$ cat src/rtl/burst_gen_if.sv
// Handshake, configuration and status bundle for burst_gen.
// BURST_GEN_REPEAT_EN adds the rpt configuration bit.
interface burst_gen_if #(
    parameter int PERIOD_W = 8,
    parameter int COUNT_W  = 8
);
    logic                start;
    logic                abort;
    logic [PERIOD_W-1:0] high_clks;
    logic [PERIOD_W-1:0] low_clks;
    logic [PERIOD_W-1:0] delay_clks;
    logic [COUNT_W-1:0]  pulses;
`ifdef BURST_GEN_REPEAT_EN
    logic                rpt;
`endif
    logic                out;
    logic                busy;
    logic                done;
    logic [COUNT_W-1:0]  pulse_idx;

`ifdef BURST_GEN_REPEAT_EN
    modport master (
        output start, abort, high_clks, low_clks, delay_clks, pulses, rpt,
        input  out, busy, done, pulse_idx
    );
    modport slave (
        input  start, abort, high_clks, low_clks, delay_clks, pulses, rpt,
        output out, busy, done, pulse_idx
    );
`else
    modport master (
        output start, abort, high_clks, low_clks, delay_clks, pulses,
        input  out, busy, done, pulse_idx
    );
    modport slave (
        input  start, abort, high_clks, low_clks, delay_clks, pulses,
        output out, busy, done, pulse_idx
    );
`endif
endinterface

$ cat src/rtl/burst_gen.sv
// Programmable pulse-burst generator: optional delay, then N HIGH/LOW pulses.
// Define BURST_GEN_REPEAT_EN to add the rpt input for continuously repeating bursts.
module burst_gen #(
    parameter int   PERIOD_W   = 8,
    parameter int   COUNT_W    = 8,
    parameter logic IDLE_LEVEL = 1'b0
) (
    input  logic       clk,
    input  logic       n_reset,
    burst_gen_if.slave bus
);

    typedef enum logic [1:0] {
        ST_IDLE  = 2'd0,
        ST_DELAY = 2'd1,
        ST_HIGH  = 2'd2,
        ST_LOW   = 2'd3
    } state_t;

    localparam logic [PERIOD_W-1:0] P_ZERO = {PERIOD_W{1'b0}};
    localparam logic [PERIOD_W-1:0] P_ONE  = {{(PERIOD_W-1){1'b0}}, 1'b1};
    localparam logic [COUNT_W-1:0]  C_ZERO = {COUNT_W{1'b0}};
    localparam logic [COUNT_W-1:0]  C_ONE  = {{(COUNT_W-1){1'b0}}, 1'b1};

    state_t              state_r;
    logic [PERIOD_W-1:0] cnt_r;
    logic [PERIOD_W-1:0] high_r;
    logic [PERIOD_W-1:0] low_r;
    logic [PERIOD_W-1:0] delay_r;
    logic [COUNT_W-1:0]  pulses_r;
    logic [COUNT_W-1:0]  pulse_idx_r;
    logic                out_r;
    logic                busy_r;
    logic                done_r;
`ifdef BURST_GEN_REPEAT_EN
    logic                rpt_r;
`endif

    // A programmed phase length of zero still occupies one clock.
    function automatic logic [PERIOD_W-1:0] eff_len(input logic [PERIOD_W-1:0] v);
        eff_len = (v == P_ZERO) ? P_ONE : v;
    endfunction

    function automatic state_t first_state(input logic [PERIOD_W-1:0] d);
        first_state = (d != P_ZERO) ? ST_DELAY : ST_HIGH;
    endfunction

    // cnt_r holds the remaining clocks of the current phase minus one.
    function automatic logic [PERIOD_W-1:0] first_cnt(input logic [PERIOD_W-1:0] d,
                                                       input logic [PERIOD_W-1:0] h);
        first_cnt = (d != P_ZERO) ? (d - P_ONE) : (eff_len(h) - P_ONE);
    endfunction

    function automatic logic first_out(input logic [PERIOD_W-1:0] d);
        first_out = (d != P_ZERO) ? IDLE_LEVEL : ~IDLE_LEVEL;
    endfunction

    // Burst sequencer: state, phase counter, latched config and registered outputs.
    always_ff @(posedge clk) begin
        if (!n_reset) begin
            state_r     <= ST_IDLE;
            cnt_r       <= P_ZERO;
            high_r      <= P_ZERO;
            low_r       <= P_ZERO;
            delay_r     <= P_ZERO;
            pulses_r    <= C_ZERO;
            pulse_idx_r <= C_ZERO;
            out_r       <= IDLE_LEVEL;
            busy_r      <= 1'b0;
            done_r      <= 1'b0;
`ifdef BURST_GEN_REPEAT_EN
            rpt_r       <= 1'b0;
`endif
        end else begin
            done_r <= 1'b0;
            if (bus.abort && (state_r != ST_IDLE)) begin
                state_r     <= ST_IDLE;
                cnt_r       <= P_ZERO;
                pulse_idx_r <= C_ZERO;
                out_r       <= IDLE_LEVEL;
                busy_r      <= 1'b0;
            end else begin
                case (state_r)
                    ST_IDLE: begin
                        if (bus.start && !bus.abort) begin
                            high_r      <= bus.high_clks;
                            low_r       <= bus.low_clks;
                            delay_r     <= bus.delay_clks;
                            pulses_r    <= bus.pulses;
`ifdef BURST_GEN_REPEAT_EN
                            rpt_r       <= bus.rpt;
`endif
                            pulse_idx_r <= C_ZERO;
                            busy_r      <= 1'b1;
                            // An empty burst spends one busy clock in DELAY, then completes.
                            if (bus.pulses == C_ZERO) begin
                                state_r <= ST_DELAY;
                                cnt_r   <= P_ZERO;
                                out_r   <= IDLE_LEVEL;
                            end else begin
                                state_r <= first_state(bus.delay_clks);
                                cnt_r   <= first_cnt(bus.delay_clks, bus.high_clks);
                                out_r   <= first_out(bus.delay_clks);
                            end
                        end else begin
                            state_r <= ST_IDLE;
                        end
                    end
                    ST_DELAY: begin
                        if (pulses_r == C_ZERO) begin
                            state_r <= ST_IDLE;
                            busy_r  <= 1'b0;
                            done_r  <= 1'b1;
                            out_r   <= IDLE_LEVEL;
                        end else if (cnt_r == P_ZERO) begin
                            state_r <= ST_HIGH;
                            cnt_r   <= eff_len(high_r) - P_ONE;
                            out_r   <= ~IDLE_LEVEL;
                        end else begin
                            cnt_r <= cnt_r - P_ONE;
                        end
                    end
                    ST_HIGH: begin
                        if (cnt_r == P_ZERO) begin
                            state_r <= ST_LOW;
                            cnt_r   <= eff_len(low_r) - P_ONE;
                            out_r   <= IDLE_LEVEL;
                        end else begin
                            cnt_r <= cnt_r - P_ONE;
                        end
                    end
                    ST_LOW: begin
                        if (cnt_r != P_ZERO) begin
                            cnt_r <= cnt_r - P_ONE;
                        end else if (pulse_idx_r != (pulses_r - C_ONE)) begin
                            state_r     <= ST_HIGH;
                            pulse_idx_r <= pulse_idx_r + C_ONE;
                            cnt_r       <= eff_len(high_r) - P_ONE;
                            out_r       <= ~IDLE_LEVEL;
                        end else begin
                            done_r      <= 1'b1;
                            pulse_idx_r <= C_ZERO;
`ifdef BURST_GEN_REPEAT_EN
                            if (rpt_r) begin
                                state_r <= first_state(delay_r);
                                cnt_r   <= first_cnt(delay_r, high_r);
                                out_r   <= first_out(delay_r);
                            end else begin
                                state_r <= ST_IDLE;
                                cnt_r   <= P_ZERO;
                                out_r   <= IDLE_LEVEL;
                                busy_r  <= 1'b0;
                            end
`else
                            state_r <= ST_IDLE;
                            cnt_r   <= P_ZERO;
                            out_r   <= IDLE_LEVEL;
                            busy_r  <= 1'b0;
`endif
                        end
                    end
                    default: begin
                        state_r     <= ST_IDLE;
                        cnt_r       <= P_ZERO;
                        pulse_idx_r <= C_ZERO;
                        out_r       <= IDLE_LEVEL;
                        busy_r      <= 1'b0;
                    end
                endcase
            end
        end
    end

    assign bus.out       = out_r;
    assign bus.busy      = busy_r;
    assign bus.done      = done_r;
    assign bus.pulse_idx = pulse_idx_r;

endmodule

$ cat src/flat_wrapper.sv
// flat-port wrapper written by rule: the top's interface ports become plain ports
module burst_gen_flat 
#(
    parameter int   PERIOD_W   = 8,
    parameter int   COUNT_W    = 8,
    parameter logic IDLE_LEVEL = 1'b0
)
  (clk, n_reset, bus_start, bus_abort, bus_high_clks, bus_low_clks, bus_delay_clks, bus_pulses, bus_out, bus_busy, bus_done, bus_pulse_idx);
  burst_gen_if #(.PERIOD_W(PERIOD_W), .COUNT_W(COUNT_W)) bus_i ();
  input  logic clk;
  input  logic n_reset;
  input wire logic [$bits(bus_i.start)-1:0] bus_start;
  input wire logic [$bits(bus_i.abort)-1:0] bus_abort;
  input wire logic [$bits(bus_i.high_clks)-1:0] bus_high_clks;
  input wire logic [$bits(bus_i.low_clks)-1:0] bus_low_clks;
  input wire logic [$bits(bus_i.delay_clks)-1:0] bus_delay_clks;
  input wire logic [$bits(bus_i.pulses)-1:0] bus_pulses;
  output wire logic [$bits(bus_i.out)-1:0] bus_out;
  output wire logic [$bits(bus_i.busy)-1:0] bus_busy;
  output wire logic [$bits(bus_i.done)-1:0] bus_done;
  output wire logic [$bits(bus_i.pulse_idx)-1:0] bus_pulse_idx;
  assign bus_i.start = bus_start;
  assign bus_i.abort = bus_abort;
  assign bus_i.high_clks = bus_high_clks;
  assign bus_i.low_clks = bus_low_clks;
  assign bus_i.delay_clks = bus_delay_clks;
  assign bus_i.pulses = bus_pulses;
  assign bus_out = bus_i.out;
  assign bus_busy = bus_i.busy;
  assign bus_done = bus_i.done;
  assign bus_pulse_idx = bus_i.pulse_idx;
  burst_gen #(.PERIOD_W(PERIOD_W), .COUNT_W(COUNT_W), .IDLE_LEVEL(IDLE_LEVEL)) u_core (.clk(clk), .n_reset(n_reset), .bus(bus_i));
endmodule
$ cat config.mk
export PLATFORM = sky130hd
export DESIGN_NAME = burst_gen_flat
export DESIGN_NICKNAME = d
export VERILOG_FILES = /design/src/rtl/burst_gen_if.sv /design/src/rtl/burst_gen.sv /design/src/flat_wrapper.sv
export SDC_FILE = /design/constraint.sdc
export NUM_CORES = 1
export LEC_CHECK = 0
export BUFFER_PORTS_ARGS = -buffer_cell sky130_fd_sc_hd__buf_2
export CAP_MARGIN = 20
export CORE_MARGIN = 4
export CORE_UTILIZATION = 50
export CTS_CLUSTER_SIZE = 12
export DETAILED_ROUTE_END_ITERATION = 7
export PLACE_DENSITY = 0.71
export RECOVER_POWER = 50
export SYNTH_ARGS = -nofsm -noshare
export SYNTH_HDL_FRONTEND = slang
export SYNTH_SLANG_ARGS = --single-unit
$ cat constraint.sdc
create_clock -name clk -period 3.2 [get_ports clk]
set_input_delay 0.16 -clock clk [delete_from_list [all_inputs] [get_ports clk]]
set_output_delay 0.16 -clock clk [all_outputs]
set_load 0.005 [all_outputs]
==> results.md, run 1 <==
Status:
- The run finished with clean final reports.

CTS:
- The number of gates resized after cts is 0.
- The deepest level of the CTS H-tree is 2.
- The clock-pin slew of the registers on the worst-case setup and hold paths is 0.09 ns.
- The root buffer cell chosen for the clock tree is clkbuf_8.
- The number of buffers on the longest clock path is 2.
- The clock insertion delay at the later pin of the skew report is 0.30 ns.
- The TritonCTS clock tree is yes.
- The post-CTS setup-driven buffer insertion count is 0.
- The number of buffers created by CTS is 5.
- The clock sink count is 45.
- Hold repair after CTS inserted 0 buffers.

Route:
- The number of iterations in the first detailed-routing pass is 4.
- In the routed layout, each cell is associated on average with a via count of 5.94.
- The number of nets with antenna violations after routing is 0.
- After the first detailed-routing iteration, the DRC count stood at 270.
- The final routed DRC violation total is 0.
- Summed over all layers, the routed wires come to 8.30 mm.
- Across all layers, the routed design uses ~3,100 vias.
- The routed length per instance is 15.8 microns.

Logic synthesis:
- Synthesis produced a netlist whose cell count is 417.
- The number of flops mapped to enable cells by yosys is 0.
- For this run, the number of Yosys warnings is 0.
- The most common cell in the synthesized netlist is nand2_1.
- In the post-synthesis netlist, the biggest area contributors are dfxtp_1 (28%), nand2_1 (8.7%), a21boi_0 (5.9%).
- The share of synthesized cell area in full adder, half adder and majority cells is 0.0277.
- In the synthesized netlist, the cells that appear most often are nand2_1 (73), dfxtp_1 (45), nor2_1 (36).
- Among all flip-flop cells after synthesis, the most frequent one is dfxtp_1.
- The top-area cell type share of the netlist area is 0.285.
- dfxtp_1 takes more of the synthesized area than any other cell.
- The sequential area share after synthesis is 0.285.
- Counting flops and latches in the post-synthesis netlist gives 45.
- The number of different library cells in the post-synthesis netlist is 66.
- The complex-gate fraction of the synthesized area came to 0.260.
- The number of nets produced by synthesis is 460.
- For this run, asynchronously set or reset flops after synthesis account for 0.
- After synthesis, the largest family of logic cells by area is simple AND/OR/NAND/NOR gates.
- After synthesis the cells add up to 3160 sq um.
- Of the total synthesized cell area, the portion taken by AND, OR, NAND and NOR gates is 0.286.
- Each instance of the synthesized netlist takes up on average 7.58 sq um.
- The share of cell area taken by muxes after synthesis is 0.00673.
- The XOR/XNOR share of the synthesized area is 0.0831.

Min path:
- The min-delay analysis places its worst path in the category input pin to register.
- Counting instances, the worst hold path has a depth of 3.

Die:
- The die extent in x is 87.5 microns.
- The total die area is between 7000 and 8000 sq um.
- In this run the vertical extent of the chip is a little under 90 microns.
- The starting utilization of the core area is 0.525.
- During I/O placement, the number of pins put on the boundary was 47.
- The initialized floorplan defines 28 standard-cell rows.
- The standard cell core area is 6030 sq um.

Setup path:
- For the worst setup path, the data required time is 3.38 ns.
- The worst setup path is launched from a register.
- The critical path is of the register to register type.
- Along the worst path, the maximum fanout reaches 6.
- The nature of the critical path endpoint is a register.
- The arrival time of the worst setup path is 2.78 ns.
- For the worst flop-to-flop path, the logic depth is 8.

Layout:
- After filler insertion, the fill cell instance count of the layout stands at 599.
- The count of non-filler cells in the finished layout is around 530.
- The layout overhead on the synthesized area is 10.5%.
- The antenna diode count is 0.
- Of the cells placed in the final design, the portion with a size suffix greater than 1 is 0.160.
- After the last flow step, the layout net total stands at 493.
- The multi-input combinational cells in the finished layout cover a total of 2100 sq um.
- After routing the design area is 3490 sq um.
- In the final layout, flip-flops and latches occupy about 900 sq um.

Timing:
- The hold violation count in the final report is 0.
- The worst pin sits at a relative slew slack of 0.472.
- The slew at the pin closest to its max-slew limit is 0.790 ns.
- The clock period could shrink to between 2 and 3 ns.
- Across the routed clock network, the largest skew measured is 0.00866 ns.
- Of the available clock period, the critical path in the final layout requires 0.813.
- Timing would allow up to 384 MHz.
- Setup violations remaining at the end of the flow were counted as 0.
- Setup total negative slack on the finished layout was measured at 0 ns.
- Setup repair after global routing left no endpoint under its margin.
- The number of max-slew violations in the final report is 0.

Global route:
- Entering global routing, the biggest net connects 29 pins.
- The via count of the first global-routing pass is between 2,000 and 3,000.
- The total routing resource utilization after global routing is 0.230.
- The number of antenna violations at the first check in global routing is 0.
- The first global-routing pass estimated around 14 mm of wire.
- For this run the aggregate overflow at the end of global routing stands at 0.

Pwr:
- The total power consumption of the routed design is 1.53 mW.
- The power density relative to cell area is 437 nW/um^2.
- The reported leakage power is 1.32 nW.
- Across the VDD grid, the largest voltage drop is 0.000246 V.

Placement:
- The routability congestion estimate from global placement is around 0.98.
- In this run the tool buffered the top-level ports with 46 buffer cells.
- The placed instances occupy a cell area of ~3400 sq um.
- The cell count after placement is just over 500.
- The post-detailed-placement half-perimeter wirelength is 6.35 mm.

Run:
- The tool flagged a number of max-cap violations equal to 0.
[per-layer routing]
| metal | vias up | part of all wire | wire length [microns] | global-route usage |
|---|---|---|---|---|
| met5 | - | 0 | 0 | 0 |
| met4 | 0 | 0.010 | 85 | 0.0656 |
| met3 | 8 | 0.075 | 626 | 0.0511 |
| met2 | 101 | 0.43 | 3580 | 0.347 |
| met1 | 1435 | 0.48 | 4010 | 0.328 |
| li1 | 1581 | - | - | - |
[final timing paths]
kind	startpoint	end	slack (ns)
max reg2reg	u_core.pulses_r[0]	u_core.cnt_r[3]	0.60
max	u_core.pulses_r[0]	u_core.cnt_r[3]	0.60
min	bus_low_clks[1]	u_core.low_r[1]	0.1
min reg2reg	u_core.high_r[0]	u_core.high_r[0]	0.48
[per-stage QoR]
step / utilization / setup WS, ns / hold WS (ns)
detailed placement: 0.568 / 0.653 / 0.419
global placement: 0.568 / 0.743 / 0.411
finish: 0.580 / 0.597 / 0.0969
global route: 0.580 / 0.303 / 0.103
floorplan: - / 0.927 / 0.305
CTS: 0.582 / 0.603 / 0.0873
[cell usage in the layout, fill, tap and decap left out, types with 5 or more instances in the layout]
| master | n |
|---|---|
| nand2_1 | 73 |
| dfxtp_1 | 45 |
| buf_2 | 44 |
| nor2_1 | 36 |
| a21boi_0 | 25 |
| nor3_1 | 18 |
| inv_1 | 15 |
| xnor2_1 | 15 |
| xor2_1 | 15 |
| a31oi_1 | 14 |
| a21oi_1 | 12 |
| o21ai_0 | 10 |
| nor4_1 | 9 |
| or3_1 | 7 |
| ha_1 | 7 |
| nand3_1 | 6 |
| clkbuf_1 | 6 |
| nor3b_1 | 5 |
| o211ai_1 | 5 |
| a41oi_1 | 5 |
| clkbuf_8 | 5 |
[logic make-up after synthesis]
| family | after synthesis |
|---|---|
| mux | 2 |
| flops | 45 |
| simple gates | 184 |
| xor+xnor | 30 |
| buf+inv | 40 |
| fa+ha+maj | 7 |
| compound gates | 109 |
[cell type report]
type,count,area share
clock buffer,7,0.0218
clock inverter,1,0.00215
inverter,15,0.0161
multi-input combinational,332,0.602
sequential,45,0.258
tap,75,0.0269
timing repair buffer,51,0.0738
[power by group]
group          internal [mW]  switching, mW
Clock                  0.155          0.197
Combinational          0.209          0.317
Sequential             0.596         0.0554
Total                  0.959          0.569
[worst max-delay path: stages (launching register included)]
cell,delay [ns]
dfxtp_1,0.37
inv_1,0.08
ha_1,0.22
nor3b_1,0.45
nand2_1,0.16
xnor2_1,0.22
a2111oi_0,0.63
a2111o_1,0.27
o211ai_1,0.09
[flip-flops by register name, indices dropped and copies added, names as in the netlist]
register and cells:
u_core.high_r 8, u_core.pulses_r 8, u_core.low_r 8, u_core.state_r 2, u_core.bus.out 1, u_core.bus.busy 1, u_core.bus.pulse_idx 8, u_core.cnt_r 8
u_core.bus.done 1
No activity file was read; power rests on OpenSTA's default activity.
==> run 2: changes to the inputs <==
--- a/config.mk
+++ b/config.mk
@@ -11,7 +11,7 @@
 export CORE_UTILIZATION = 50
 export CTS_CLUSTER_SIZE = 12
 export DETAILED_ROUTE_END_ITERATION = 7
-export PLACE_DENSITY = 0.71
+export PLACE_DENSITY = 0.74
 export RECOVER_POWER = 50
 export SYNTH_ARGS = -nofsm -noshare
 export SYNTH_HDL_FRONTEND = slang
==> constraint.sdc (replaced) <==
create_clock -name clk -period 2.1 [get_ports clk]
set_input_delay 0.105 -clock clk [delete_from_list [all_inputs] [get_ports clk]]
set_output_delay 0.105 -clock clk [all_outputs]
set_load 0.005 [all_outputs]
==> results.md, run 2 (same netlist as run 1, synthesis figures left out) <==
Setup path:
- The worst reg2reg path depth is 10 (+2).
- The worst register-to-register path begins at u_core.pulses_r[1].
- The worst register-to-register path ends at u_core.bus.busy.
- The origin of the worst setup path is u_core.pulses_r[1].
- STA classifies the critical path startpoint as a register.
- The reg-to-reg setup timing slack is -0.22 ns (-0.82 ns).
- The maximum fanout encountered on the critical timing path was 5 (-1).
- The category of the critical setup timing path is register to register.
- The critical path ends at u_core.bus.busy.
- The arrival time of the worst setup path came to 2.53 ns (-0.25 ns).
- The nature of the critical path endpoint is a register.
- The required time of the critical path is 2.31 ns (-1.07 ns).

CTS:
- The clock-pin slew of the registers on the worst-case setup and hold paths came to 0.09 ns (about the same).
- The deepest level of the CTS H-tree is 2 (unchanged).
- The tree is rooted in a clkbuf_8.
- The TritonCTS clock tree is yes.
- The count of hold-fix buffers inserted at cts was 0 (unchanged).
- The number of buffers created by CTS came to 5 (unchanged).
- The clock sink count is 45 (unchanged).
- The number of buffers on the longest clock path is 2 (unchanged).
- The clock insertion delay at the later pin of the skew report came to 0.30 ns (about the same).

Die:
- The number of rows in the core area was 28 (unchanged).
- The standard cell core area is 6030 sq um (unchanged).
- The total die area is 7660 sq um (unchanged).
- The starting utilization of the core area is 0.525 (unchanged).
- The y dimension of the die is 87.5 microns (unchanged).
- The die extent in x was 87.5 microns (unchanged).
- The I/O pin count is 47 (unchanged).

Layout:
- The post-layout instance area was 4250 sq um (+22%).
- The leading cell type in the layout, fill and taps excluded is nand2_1.
- Leaving out fill and tap cells, the most frequent cells in the layout are nand2_1 (71), buf_4 (66), buf_2 (46).
- The number of nets in the finished design is 560 (+14%).
- The layout overhead on the synthesized area is 34.5%.
- The share of cells above drive strength 1 is 0.328 (+0.169).
- The count of non-filler cells in the finished layout came to 593 (+13%).
- The antenna diode count is 0 (unchanged).
- The number of inserted filler cells in the final layout was 494 (-18%).

Placement:
- The cell count after placement was 578 (+12%).
- The routability congestion estimate from global placement is 0.917 (-6.4%).
- The worst slack at placement is -0.293 ns (-0.947 ns).
- The post-detailed-placement half-perimeter wirelength is 7.14 mm (+12%).
- The cell area after placement is 3920 sq um (+14%).
- The number of buffers added on ports is 46 (unchanged).

Pwr:
- The reported leakage power is 1.71 nW (+29%).
- The power density relative to cell area came to 634 nW/um^2 (+45%).
- The maximum vdd ir drop came to 0.000549 V (+120%).

Timing:
- The worst-case hold slack came to 0.0459 ns (-0.0510 ns).
- The clock skew was 0.00948 ns (+0.000814 ns).
- The worst-case setup margin in the final layout is -0.221 ns (-0.818 ns).
- The final critical-path required period is 2.32 ns (-0.282 ns).
- The number of max-slew violations in the final report was 0 (unchanged).
- The upper clock frequency limit is 431 MHz (+12%).
- Setup repair after global routing could not meet its margin everywhere.
- The count of final setup violators is 19 (+19).
- The hold violation count in the final report came to 0 (unchanged).
- The worst-case headroom to the max-slew limit is 0.599 (+0.128).
- The slew at the pin closest to its max-slew limit is 0.597 ns (-0.194 ns).
- The final critical-path share of the clock period is 1.11 (+0.292).
- The total negative slack for setup checks came to -2.61 ns (-2.61 ns).

Route:
- The DRC marker count from the first detailed-route iteration is 415 (+54%).
- The final routed wirelength across all metal layers came to 9.83 mm (+18%).
- The per-cell via count in the routed design is 5.98 (+0.68%).
- The total number of vias is 3,547 (+14%).
- The number of nets with antenna violations after routing is 0 (unchanged).
- The routed length per instance is 16.6 microns (+5.1%).
- The final routed DRC violation total is 0 (unchanged).
- The number of iterations in the first detailed-routing pass is 5 (+1).

Global route:
- The pin count of the biggest net entering global routing is 29 (unchanged).
- The via count of the first global-routing pass is 3,206 (+8.4%).
- The global route total overflow is 0 (unchanged).
- The total routing resource utilization after global routing is 0.250 (+0.0201).
- The number of antenna violations at the first check in global routing is 0 (unchanged).
- The global-route wire length before repair is 15.4 mm (+8.6%).

Status:
- The run finished, with violations left.
- The final reports fail on negative setup slack.

Run:
- The total of max-cap violations is 0 (unchanged).

Min path:
- The path class of the tightest hold or removal check is input pin to register.
-- run 2: cell count changes in the layout (fill, tap and decap cells not counted), sizes merged --
cell	change
buf	+69
clkbuf	-2
-- run 2: cell type report --
type                    instances  area [sq um]  area share
multi-input cells             332          2320       0.546
flip-flops and latches         45           910       0.214
clock buffers                   7          76.3      0.0179
clock inverters                 1          7.51     0.00177
inverters                      15          56.3      0.0132
repair buffers                118           787       0.185
well taps                      75          93.8      0.0221
-- run 2: layer usage --
metal | vias to the layer above | wire length, microns | GRT usage
met4 | 0 | 207 | 0.0600
li1 | 1716 | - | -
met1 | 1649 | 4510 | 0.365
met5 | - | 0 | 0
met3 | 27 | 696 | 0.0426
met2 | 155 | 4420 | 0.383
-- run 2: critical path: stages (launching register included) --
cell and delay, ns:
dfxtp_4 0.37, inv_1 0.09, ha_4 0.16, nor3b_4 0.27, buf_4 0.18, xnor2_1 0.10
nand4_1 0.20, a2111oi_2 0.42, buf_4 0.18, nor3_1 0.04, a211oi_1 0.21
-- run 2: power by group --
| group | leakage, nW | switching [mW] | internal, mW |
|---|---|---|---|
| clock | 0.0385 | 0.292 | 0.236 |
| sequential | 0.369 | 0.0592 | 0.907 |
| combinational | 1.30 | 0.639 | 0.563 |
-- run 2: how the worst min path moves through the flow --
stage / start / end / slack [ns] / cells after the start
final: bus_low_clks[5] / u_core.low_r[5] / 0.05 / 3
after global routing: bus_pulses[0] / u_core.pulses_r[0] / 0.05 / 3
after CTS: bus_low_clks[5] / u_core.low_r[5] / 0.04 / 3
after detailed placement: bus_low_clks[5] / u_core.low_r[5] / 0.36 / 3
after global placement: bus_low_clks[0] / u_core.low_r[0] / 0.35 / 3
after floorplan: bus_high_clks[0] / u_core.high_r[0] / 0.25 / 2
-- run 2: per-stage QoR --
stage          total power [mW]   util
2_1_floorplan              1.59      -
3_3_place_gp               2.01  0.650
3_5_place_dp               2.02  0.650
4_1_cts                    2.57  0.674
5_1_grt                    2.84  0.706
6_report                   2.70  0.706
-- run 2: timing repair --
| item | CTS | global route |
|---|---|---|
| gates resized for setup | 11 | 31 |
| setup endpoints to repair | 19 | 21 |
| buffers inserted | 3 | 5 |
| pin swaps | 8 | 10 |
